`config.mk`:
```
export PLATFORM = sky130hd
export DESIGN_NAME = inst_prefetch
export DESIGN_NICKNAME = d
export VERILOG_FILES = /design/src/rtl/tinyriscv_pkg.sv /design/src/rtl/prefetch_fifo.sv /design/src/rtl/inst_prefetch.sv
export SDC_FILE = /design/constraint.sdc
export NUM_CORES = 1
export LEC_CHECK = 0
export CAP_MARGIN = 10
export CELL_PAD_IN_SITES_DETAIL_PLACEMENT = 2
export CELL_PAD_IN_SITES_GLOBAL_PLACEMENT = 2
export CORE_ASPECT_RATIO = 1.75
export CORE_MARGIN = 5
export CORE_UTILIZATION = 38
export DETAILED_ROUTE_END_ITERATION = 16
export PLACE_DENSITY = 0.79
export SLEW_MARGIN = 40
export SYNTH_ARGS = -nofsm -noshare
export SYNTH_HDL_FRONTEND = slang
export SYNTH_SLANG_ARGS = --single-unit
```
`constraint.sdc`:
```
create_clock -name clk_i -period 4.5 [get_ports clk_i]
set_clock_uncertainty 0.15 [all_clocks]
set_input_delay 1.35 -clock clk_i [delete_from_list [all_inputs] [get_ports clk_i]]
set_output_delay 1.35 -clock clk_i [all_outputs]
set_load 0.05 [all_outputs]
```
`src/rtl/tinyriscv_pkg.sv`:
```
// Shared bus widths, prefetch sizing constants and entry type for the instruction prefetcher.
package tinyriscv_pkg;

    localparam int unsigned MemAddrBus       = 32;
    localparam int unsigned MemBus           = 32;
    localparam int unsigned PrefetchDepth    = 4;
    localparam int unsigned PrefetchMaxOutst = 2;

    typedef struct packed {
        logic [MemAddrBus-1:0] addr;
        logic [MemBus-1:0]     data;
    } pf_entry_t;

    // Sequential word step; wraps modulo 2^32.
    function automatic logic [MemAddrBus-1:0] next_word(input logic [MemAddrBus-1:0] addr);
        return addr + MemAddrBus'(4);
    endfunction

endpackage

```
`src/rtl/prefetch_fifo.sv`:
```
// Circular FIFO holding prefetched instruction words; flush empties it in one cycle.
module prefetch_fifo
    import tinyriscv_pkg::*;
#(
    parameter int unsigned DEPTH = PrefetchDepth,
    parameter int unsigned WIDTH = MemBus,
    localparam int unsigned CntW = $clog2(DEPTH + 1)
) (
    input  logic             clk_i,
    input  logic             rst_ni,
    input  logic             push_i,
    input  logic             pop_i,
    input  logic             flush_i,
    input  logic [WIDTH-1:0] wdata_i,
    output logic [WIDTH-1:0] rdata_o,
    output logic [CntW-1:0]  count_o
);

    localparam int unsigned PtrW = $clog2(DEPTH);

    logic [WIDTH-1:0] mem_q [DEPTH];
    logic [PtrW-1:0]  rd_ptr_q, wr_ptr_q;
    logic [CntW-1:0]  count_q;
    logic             do_push, do_pop;

    assign do_push = push_i && !flush_i;
    assign do_pop  = pop_i && !flush_i && (count_q != '0);
    assign rdata_o = mem_q[rd_ptr_q];
    assign count_o = count_q;

    always_ff @(posedge clk_i or negedge rst_ni) begin
        if (!rst_ni) begin
            rd_ptr_q <= '0;
            wr_ptr_q <= '0;
            count_q  <= '0;
        end else if (flush_i) begin
            rd_ptr_q <= '0;
            wr_ptr_q <= '0;
            count_q  <= '0;
        end else begin
            if (do_push) wr_ptr_q <= wr_ptr_q + PtrW'(1);
            if (do_pop)  rd_ptr_q <= rd_ptr_q + PtrW'(1);
            if (do_push && !do_pop)      count_q <= count_q + CntW'(1);
            else if (do_pop && !do_push) count_q <= count_q - CntW'(1);
        end
    end

    // Storage needs no reset: count gates every read.
    always_ff @(posedge clk_i) begin
        if (do_push) mem_q[wr_ptr_q] <= wdata_i;
    end

    // The credit check upstream must make this unreachable.
    assert property (@(posedge clk_i) disable iff (!rst_ni)
        !(push_i && !pop_i && !flush_i && count_q == CntW'(DEPTH)))
        else $error("prefetch_fifo: push into full FIFO");

endmodule

```
`src/rtl/inst_prefetch.sv`:
```
// Sequential instruction prefetcher with flush-on-miss and in-flight response dropping.
// Optional perf counters (perf_hit_o / perf_miss_o) when INST_PREFETCH_PERF_EN is defined.
module inst_prefetch
    import tinyriscv_pkg::*;
#(
    parameter int unsigned           DEPTH      = PrefetchDepth,
    parameter int unsigned           MAX_OUTST  = PrefetchMaxOutst,
    parameter logic [MemAddrBus-1:0] RESET_ADDR = 32'h0
) (
`ifdef INST_PREFETCH_PERF_EN
    output logic [31:0]           perf_hit_o,
    output logic [31:0]           perf_miss_o,
`endif
    input  logic                  clk_i,
    input  logic                  rst_ni,
    input  logic                  core_req_i,
    input  logic [MemAddrBus-1:0] core_addr_i,
    output logic [MemBus-1:0]     core_data_o,
    output logic                  core_ready_o,
    output logic                  mem_req_o,
    output logic [MemAddrBus-1:0] mem_addr_o,
    input  logic                  mem_gnt_i,
    input  logic                  mem_rvalid_i,
    input  logic [MemBus-1:0]     mem_rdata_i
);

    localparam int unsigned CntW = $clog2(DEPTH + 1);
    localparam int unsigned OutW = $clog2(MAX_OUTST + 1);

    logic [MemAddrBus-1:0] fetch_addr_q, fetch_addr_d;
    logic [MemAddrBus-1:0] head_addr_q, head_addr_d;
    logic [OutW-1:0]       outst_q, outst_d;
    logic [OutW-1:0]       drop_q, drop_d;
    logic [CntW-1:0]       count;
    logic [MemBus-1:0]     head_data;
    logic                  hit, miss, credit_ok, grant, push;

    prefetch_fifo #(
        .DEPTH (DEPTH),
        .WIDTH (MemBus)
    ) u_fifo (
        .clk_i   (clk_i),
        .rst_ni  (rst_ni),
        .push_i  (push),
        .pop_i   (hit),
        .flush_i (miss),
        .wdata_i (mem_rdata_i),
        .rdata_o (head_data),
        .count_o (count)
    );

    always_comb begin
        hit       = core_req_i && (core_addr_i == head_addr_q) && (count != '0);
        miss      = core_req_i && (core_addr_i != head_addr_q);
        credit_ok = (32'(count) + 32'(outst_q) + 32'(drop_q) < DEPTH) &&
                    (32'(outst_q) + 32'(drop_q) < MAX_OUTST);
        // Gated by reset so the bus sees no request while held in reset.
        mem_req_o    = rst_ni && !miss && credit_ok;
        mem_addr_o   = fetch_addr_q;
        grant        = mem_req_o && mem_gnt_i;
        push         = mem_rvalid_i && !miss && (drop_q == '0);
        core_ready_o = hit;
        core_data_o  = hit ? head_data : '0;
    end

    always_comb begin
        fetch_addr_d = fetch_addr_q;
        head_addr_d  = head_addr_q;
        outst_d      = outst_q;
        drop_d       = drop_q;
        if (miss) begin
            fetch_addr_d = core_addr_i;
            head_addr_d  = core_addr_i;
            // Everything still in flight, less the response consumed right now, becomes stale.
            drop_d  = OutW'(32'(drop_q) + 32'(outst_q) + 32'(grant) - 32'(mem_rvalid_i));
            outst_d = '0;
        end else begin
            if (grant) fetch_addr_d = next_word(fetch_addr_q);
            if (hit)   head_addr_d  = next_word(head_addr_q);
            if (mem_rvalid_i && drop_q != '0) drop_d = drop_q - OutW'(1);
            outst_d = OutW'(32'(outst_q) + 32'(grant) - 32'(push));
        end
    end

    always_ff @(posedge clk_i or negedge rst_ni) begin
        if (!rst_ni) begin
            fetch_addr_q <= RESET_ADDR;
            head_addr_q  <= RESET_ADDR;
            outst_q      <= '0;
            drop_q       <= '0;
        end else begin
            fetch_addr_q <= fetch_addr_d;
            head_addr_q  <= head_addr_d;
            outst_q      <= outst_d;
            drop_q       <= drop_d;
        end
    end

`ifdef INST_PREFETCH_PERF_EN
    logic [31:0] perf_hit_q, perf_miss_q;

    always_ff @(posedge clk_i or negedge rst_ni) begin
        if (!rst_ni) begin
            perf_hit_q  <= '0;
            perf_miss_q <= '0;
        end else begin
            if (hit)  perf_hit_q  <= perf_hit_q + 32'd1;
            if (miss) perf_miss_q <= perf_miss_q + 32'd1;
        end
    end

    assign perf_hit_o  = perf_hit_q;
    assign perf_miss_o = perf_miss_q;
`endif

endmodule

```
==> metrics.log, run 1 <==
INFO  metric ir_drop = 0.263 mV
INFO  metric reg2reg_from = u_fifo.count_o[1]$_DFFE_PN0P_
INFO  metric crit_path_max_incr_delay = 0.55 ns
INFO  metric fillerInstances = 2,259
INFO  metric place.detailed.hpwl = 24,500 µm
INFO  metric place_congestion = 0.927
INFO  metric detail-route-antenna-nets = 0
INFO  metric critical_path_cell_count = 8
INFO  metric met1_track_demand_over_resource = 26.3%
INFO  metric synth.yosys.seq_area_share = 59.7%
INFO  metric tritoncts = built
INFO  metric dr.pass1.iters = 4
INFO  metric violations_in_the_final_reports = setup timing
INFO  metric place_worst_setup_slack = -0.918 ns
INFO  metric h-tree-depth = 1
INFO  metric clock-sinks = 201
INFO  metric groute.layer.met2.usage = 46.3%
INFO  metric vias = 7,154
INFO  metric fp.coreArea = 24,600 µm²
INFO  metric slowest_cp_cell = or4_4
INFO  metric synth.cell_area = 9500 µm²
INFO  metric met3_usage = 3.87%
INFO  metric grt_remaining_overflow = 0
INFO  metric worst_path_dominant_cell_family = simple AND/OR/NAND/NOR gates
INFO  metric drc = 0
INFO  metric buffer_ports.inserted = 134
INFO  metric top_level_port_count = 135
INFO  metric synthFlopType = edfxtp_1
INFO  metric post_cts_hold_buffer_count = 0
INFO  metric critical_path_buf_inv_count = 3
INFO  metric clock_network_latency_to_the_later_pin_of_the_worst_skew_pair = 0.51 ns
INFO  metric synth-async-reset-ratio = 36.3%
INFO  metric r2r_setup_slack = 0.64 ns
INFO  metric hold_viol_final = 0
INFO  metric timing.max_slew.rel_slack = 52.6%
INFO  metric arrival = 3.44 ns
INFO  metric grt_util_all_layers = 24.9%
INFO  metric worst-setup-path-type = in2out
INFO  metric power_per_cell_area = 378 nW/µm²
INFO  metric postSynthNetCount = 817
INFO  metric drive_above_1_share = 29.9%
INFO  metric final-max-slew-violation-count = 0
INFO  metric areaGrowthSynthToFinish = 38.3%
INFO  metric std_cell_rows = 76
INFO  metric layout_setup_ws = -0.443 ns
INFO  metric max_slew.worst_pin.slew = 0.704 ns
INFO  metric p_leak = 4.84 nW
INFO  metric clkTransAtPathRegs = 0.06 ns
INFO  metric dieHeight = 219 µm
INFO  metric critical_path.reg2reg.endpoint = mem_addr_o[31]$_DFFE_PN0P_
INFO  metric routed_wire_per_std_cell = 28.3 µm
INFO  metric finish.utilization = 53.4%
INFO  metric timing.final.crit_share = 110%
INFO  metric cap_viol_max_count = 0
INFO  metric ctsLongestPathBuffers = 3
INFO  metric final_net_count = 1,009
INFO  metric number_of_flops_mapped_to_enable_cells_by_yosys = 128
INFO  metric cts-buffers-inserted = 22
INFO  metric vias_per_cell = 5.71
INFO  metric critical_path.endpoint = core_data_o[31]
INFO  metric die_w = 130 µm
INFO  metric initial_core_util = 38.6%
INFO  metric synthDistinctLibCells = 54
INFO  metric hold_class = reg2reg
INFO  metric grt_setup_unrepaired = yes
INFO  metric final.setup.tns = -13.92 ns
INFO  metric setup_viol = 34
INFO  metric cp_common_cell = buf_12
INFO  metric layout_min_cycle_time = 4.94 ns
INFO  metric post-layout-total-power = 4.97 mW
INFO  metric crit_fanout = 8
INFO  metric cp-start-kind = primary input
INFO  metric die-area = 28,400 µm²
INFO  metric grt_antenna_before_repair = 1
INFO  metric grt_start_max_net_pins = 65
INFO  metric drt_iter0_drc = 378
INFO  metric series_of_cell_instances_along_the_critical_path = clkbuf_2 -> xnor2_1 -> nand4_1 -> or4_4 -> or3_4 -> buf_12 -> nor2b_4 -> buf_12
INFO  metric post_synth_inst_count = 732
INFO  metric fmax = 202 MHz
INFO  metric ys_warn_count = 0
INFO  metric wire_length_of_the_first_global_routing_pass = 52,700 µm
INFO  metric detail_route.wirelength = 35,500 µm
INFO  metric critical_path_sink_type = output pin
INFO  metric syn_area_per_cell = 13.0 µm²
INFO  metric root_cell_of_the_clock_tree = clkbuf_16
INFO  metric r2r_cells = 11
INFO  metric critical_path_data_required_time = 3.00 ns
INFO  metric grt_pass1_vias = 8,279
INFO  metric busiest_layer_in_global_routing = met2
INFO  metric status = finished, violations left
INFO  metric setup.worst_path.start = core_addr_i[14]
INFO  metric register_bit_count_reported_by_yosys = 201
==> cell type report <==
class                           instances  area (µm²)  area share, %
Antenna cell                            1        2.50         0.0190
Clock buffer                           26         587           4.46
Clock inverter                         14        78.8          0.600
Inverter                               20        77.6          0.590
Multi-Input combinational cell        476        4080           31.0
Sequential cell                       201        5670           43.2
Tap cell                              312         390           2.97
Timing Repair Buffer                  203        2260           17.2
==> cells in the final DEF (no fill, tap or decap), types with 5 or more instances in the layout <==
cell type / Yosys / layout
nor2b_4: 0 / 32
dfrtp_1: 73 / 71
mux4_2: 32 / 32
clkinv_1: 0 / 5
o311ai_0: 11 / 11
buf_2: 4 / 15
buf_6: 2 / 9
a21oi_1: 16 / 16
nor3_1: 13 / 11
clkbuf_16: 0 / 23
xnor2_1: 55 / 33
clkbuf_2: 0 / 5
nor2_1: 25 / 25
edfxtp_1: 128 / 128
clkdlybuf4s50_1: 0 / 67
nand2_1: 64 / 64
o22ai_1: 6 / 6
inv_1: 20 / 16
o21ai_0: 32 / 31
nand4_1: 22 / 22
and3_1: 19 / 19
xnor2_2: 1 / 21
buf_12: 0 / 41
nand3_1: 50 / 50
or3_1: 7 / 7
ha_1: 12 / 12
buf_4: 2 / 58
xor2_1: 13 / 13
o211ai_1: 9 / 9
==> registers in the layout, indices dropped and copies added, names as in the netlist <==
name	flops
drop_q	2
u_fifo.rd_ptr_q	2
mem_addr_o	31
head_addr_q	31
u_fifo.mem_q	128
u_fifo.count_o	3
outst_q	2
u_fifo.wr_ptr_q	2
==> worst reg2reg max path, stage by stage (launching register included) <==
cell	delay [ns]
dfrtp_2	0.45
inv_4	0.09
fa_1	0.41
or2_2	0.32
fa_1	0.49
nand3_1	0.10
buf_4	0.19
or3_1	0.44
nor3_1	0.55
nand3_1	0.19
xor2_1	0.18
o21ai_0	0.20
==> cells by family after synthesis <==
group | share of synthesized area [%]
AO/OA/AOI/OAI | 6.19
XOR/XNOR | 6.44
adder cells (fa/ha/maj) | 2.42
buffers and inverters | 2.46
flip-flops | 59.7
multiplexers | 8.27
AND/OR/NAND/NOR | 14.5
==> worst min-delay path by stage <==
| stage | depth (start not counted) | end | slack, ns | from |
|---|---|---|---|---|
| after CTS | 2 | head_addr_q[18]$_DFFE_PN0P_ | 0.45 | head_addr_q[18]$_DFFE_PN0P_ |
| after detailed placement | 1 | head_addr_q[0]$_DFFE_PN0P_ | 0.41 | head_addr_q[0]$_DFFE_PN0P_ |
| after global placement | 1 | head_addr_q[0]$_DFFE_PN0P_ | 0.38 | head_addr_q[0]$_DFFE_PN0P_ |
| final | 2 | head_addr_q[18]$_DFFE_PN0P_ | 0.44 | head_addr_q[18]$_DFFE_PN0P_ |
| after global routing | 2 | head_addr_q[18]$_DFFE_PN0P_ | 0.47 | head_addr_q[18]$_DFFE_PN0P_ |
| after floorplan | 2 | drop_q[1]$_DFFE_PN0P_ | 0.37 | drop_q[1]$_DFFE_PN0P_ |
==> through the flow <==
step | hold slack (ns) | cell area, µm² | instances
after floorplan | 0.367 | 9840 | 732
after global placement | 0.380 | 12200 | 1200
after detailed placement | 0.410 | 12200 | 1200
after CTS | 0.453 | 13100 | 1249
after global routing | 0.466 | 13100 | 1252
final | 0.444 | 13100 | 1253
==> power by group <==
part,internal (mW),leakage (nW),switching [mW]
registers,2.09,2.04,0.139
clock network,0.938,0.321,0.773
logic,0.420,2.48,0.618
==> synth_stat cells (3+ instances only) <==
library cell	n	area [µm²]
o311ai_0	11	96.3
nand4_1	22	138
ha_1	12	150
xnor2_1	55	482
nand3_1	50	250
and3_1	19	119
buf_2	4	20.0
a211oi_1	3	22.5
xor2_1	13	114
or2_2	4	25.0
nand2_1	64	240
edfxtp_1	128	3840
and2_1	4	25.0
or4_1	4	30.0
nor3_1	13	65.1
o22ai_1	6	37.5
nor2_1	25	93.8
nor4_1	3	18.8
o21ai_0	32	160
nor4_2	3	37.5
inv_1	20	75.1
o211ai_1	9	67.6
fa_1	4	80.1
mux2_2	4	45.0
mux4_2	32	721
clkbuf_1	22	82.6
buf_1	5	18.8
dfrtp_1	73	1830
or3_1	7	43.8
a21oi_1	16	80.1
nor2b_1	32	200
a21o_1	3	22.5
==> routing by layer <==
| layer | share of wire [%] | vias to the layer above |
|---|---|---|
| met3 | 4.3 | 92 |
| met2 | 54 | 235 |
| li1 | - | 3117 |
| met1 | 34 | 3708 |
| met5 | 0.034 | - |
| met4 | 7.0 | 2 |
==> what timing repair did <==
item,4_1_cts,5_1_grt
resized for setup,131,33
setup endpoints to repair,34,34
buffers inserted,7,5
pin swaps,43,28
cloned,2,0
Power figures use the tool's default switching activity.
==> run 2: changes to the inputs <==
Settings changed: CORE_MARGIN 5 to 2, RECOVER_POWER from default to 50, SKIP_CTS_REPAIR_TIMING from default to 1.
==> run 2 against run 1 <==
Net effect: the run still ends with setup timing left; worst hold slack improved by 0.0044 ns; cell count barely moved; register-to-register slack about the same; sequential power is essentially flat; fmax fell by 0.88%; first-iteration DRC count grew 4.8%; via count increased by 0.28%; critical path type unchanged; largest power group unchanged.
==> metrics.log, run 2 (synthesis results as in run 1) <==
INFO  metric layout_min_cycle_time = 4.99 ns
INFO  metric buffer_ports.inserted = 134
INFO  metric top_register = u_fifo.mem_q
INFO  metric routed_wire_per_std_cell = 27.7 µm
INFO  metric die_w = 124 µm
INFO  metric status = finished, violations left
INFO  metric grt_antenna_before_repair = 1
INFO  metric detail-route-antenna-nets = 0
INFO  metric drc = 0
INFO  metric worst-setup-path-type = in2out
INFO  metric drt_iter0_drc = 396
INFO  metric layout_setup_ws = -0.487 ns
INFO  metric grt_pass1_vias = 8,206
INFO  metric final-max-slew-violation-count = 0
INFO  metric fmax = 201 MHz
INFO  metric layout.cells.most_common_list = edfxtp_1 (128), dfrtp_1 (72), nand2_1 (64)
INFO  metric grt_setup_unrepaired = yes
INFO  metric top_level_port_count = 135
INFO  metric cts-buffers-inserted = 21
INFO  metric std_cell_rows = 76
INFO  metric hold_class = reg2reg
INFO  metric p_leak = 4.89 nW
INFO  metric critical_path_data_required_time = 3.00 ns
INFO  metric commonest_non_fill_non_tap_cell_in_the_layout = edfxtp_1
INFO  metric initial_core_util = 38.6%
INFO  metric place_worst_setup_slack = -0.830 ns
INFO  metric power_per_cell_area = 383 nW/µm²
INFO  metric grt_start_max_net_pins = 54
INFO  metric dr.pass1.iters = 4
INFO  metric dieHeight = 213 µm
INFO  metric final.setup.tns = -14.46 ns
INFO  metric timing.max_slew.rel_slack = 3.77%
INFO  metric setup_viol = 34
INFO  metric timing.final.crit_share = 111%
INFO  metric grt_util_all_layers = 25.4%
INFO  metric vias = 7,174
INFO  metric detail_route.wirelength = 34,600 µm
INFO  metric tritoncts = built
INFO  metric die-area = 26,300 µm²
INFO  metric place_congestion = 0.868
INFO  metric root_cell_of_the_clock_tree = clkbuf_16
INFO  metric violations_in_the_final_reports = setup timing
INFO  metric drive_above_1_share = 29.0%
INFO  metric cap_viol_max_count = 0
INFO  metric vias_per_cell = 5.73
INFO  metric final_net_count = 1,009
INFO  metric critical_path_sink_type = output pin
INFO  metric max_slew.worst_pin.slew = 1.44 ns
INFO  metric clock-sinks = 201
INFO  metric areaGrowthSynthToFinish = 39.2%
INFO  metric ctsLongestPathBuffers = 3
INFO  metric clock_network_latency_to_the_later_pin_of_the_worst_skew_pair = 0.51 ns
INFO  metric max_reg_flops = 128
INFO  metric h-tree-depth = 1
INFO  metric cp-start-kind = primary input
INFO  metric fp.coreArea = 24,600 µm²
INFO  metric arrival = 3.49 ns
INFO  metric clkTransAtPathRegs = 0.06 ns
INFO  metric wire_length_of_the_first_global_routing_pass = 49,400 µm
INFO  metric hold_viol_final = 0
INFO  metric r2r_setup_slack = 0.63 ns
INFO  metric grt_remaining_overflow = 0
INFO  metric place.detailed.hpwl = 23,900 µm
INFO  metric crit_fanout = 5
INFO  metric ir_drop = 0.270 mV
run 2: metrics by stage:
stage | instance area (µm²) | utilization [%] | hold slack, ns | total power, mW | instances
finish | 13200 | 53.7 | 0.449 | 5.07 | 1252
global route | 13200 | 53.7 | 0.462 | 5.27 | 1252
CTS | 13000 | 52.6 | 0.437 | 5.07 | 1236
detailed placement | 12200 | 49.7 | 0.417 | 3.23 | 1198
global placement | 12200 | 49.7 | 0.387 | 3.15 | 1198
floorplan | 9840 | - | 0.367 | 2.80 | 732
run 2: cell type report:
cell class / count / area (µm²)
antenna: 1 / 2.50
clock buffer: 25 / 561
clock inverter: 13 / 150
fill: 2309 / 11400
inverter: 20 / 78.8
multi-input combinational: 477 / 4100
sequential: 201 / 5670
tap: 312 / 390
timing repair buffer: 203 / 2270
run 2: path summary, 6_finish.rpt:
kind,from,end,depth (start not counted)
hold / removal,mem_addr_o[1]$_DFFE_PN0P_,mem_addr_o[1]$_DFFE_PN0P_,1
setup / recovery,core_addr_i[20],core_data_o[4],8
hold reg to reg,mem_addr_o[1]$_DFFE_PN0P_,mem_addr_o[1]$_DFFE_PN0P_,1
min in group asynchronous,rst_ni,head_addr_q[9]$_DFFE_PN0P_,2
max in group asynchronous,rst_ni,mem_addr_o[26]$_DFFE_PN0P_,3
setup reg to reg,u_fifo.count_o[1]$_DFFE_PN0P_,mem_addr_o[29]$_DFFE_PN0P_,10
run 2: layer usage:
metal  vias to the layer above  GRT usage (%)  part of all wire [%]
li1                       3127              -                     -
met1                      3694           26.5                    34
met2                       265           46.7                    55
met3                        88           3.15                   4.2
met4                         0           16.4                   6.9
met5                         -              0                     0
run 2: worst max-delay path, stage by stage:
cell and delay (ns):
buf_6 0.11, xnor2_4 0.17, nand4_1 0.22, or4_4 0.64
or3_4 0.46, buf_12 0.19, nor2b_4 0.16, buf_12 0.15
run 2: power by group:
part	leakage [nW]	total, mW	internal (mW)	switching (mW)
registers	2.04	2.22	2.09	0.132
logic	2.50	1.02	0.412	0.607
clock network	0.346	1.83	1.07	0.761
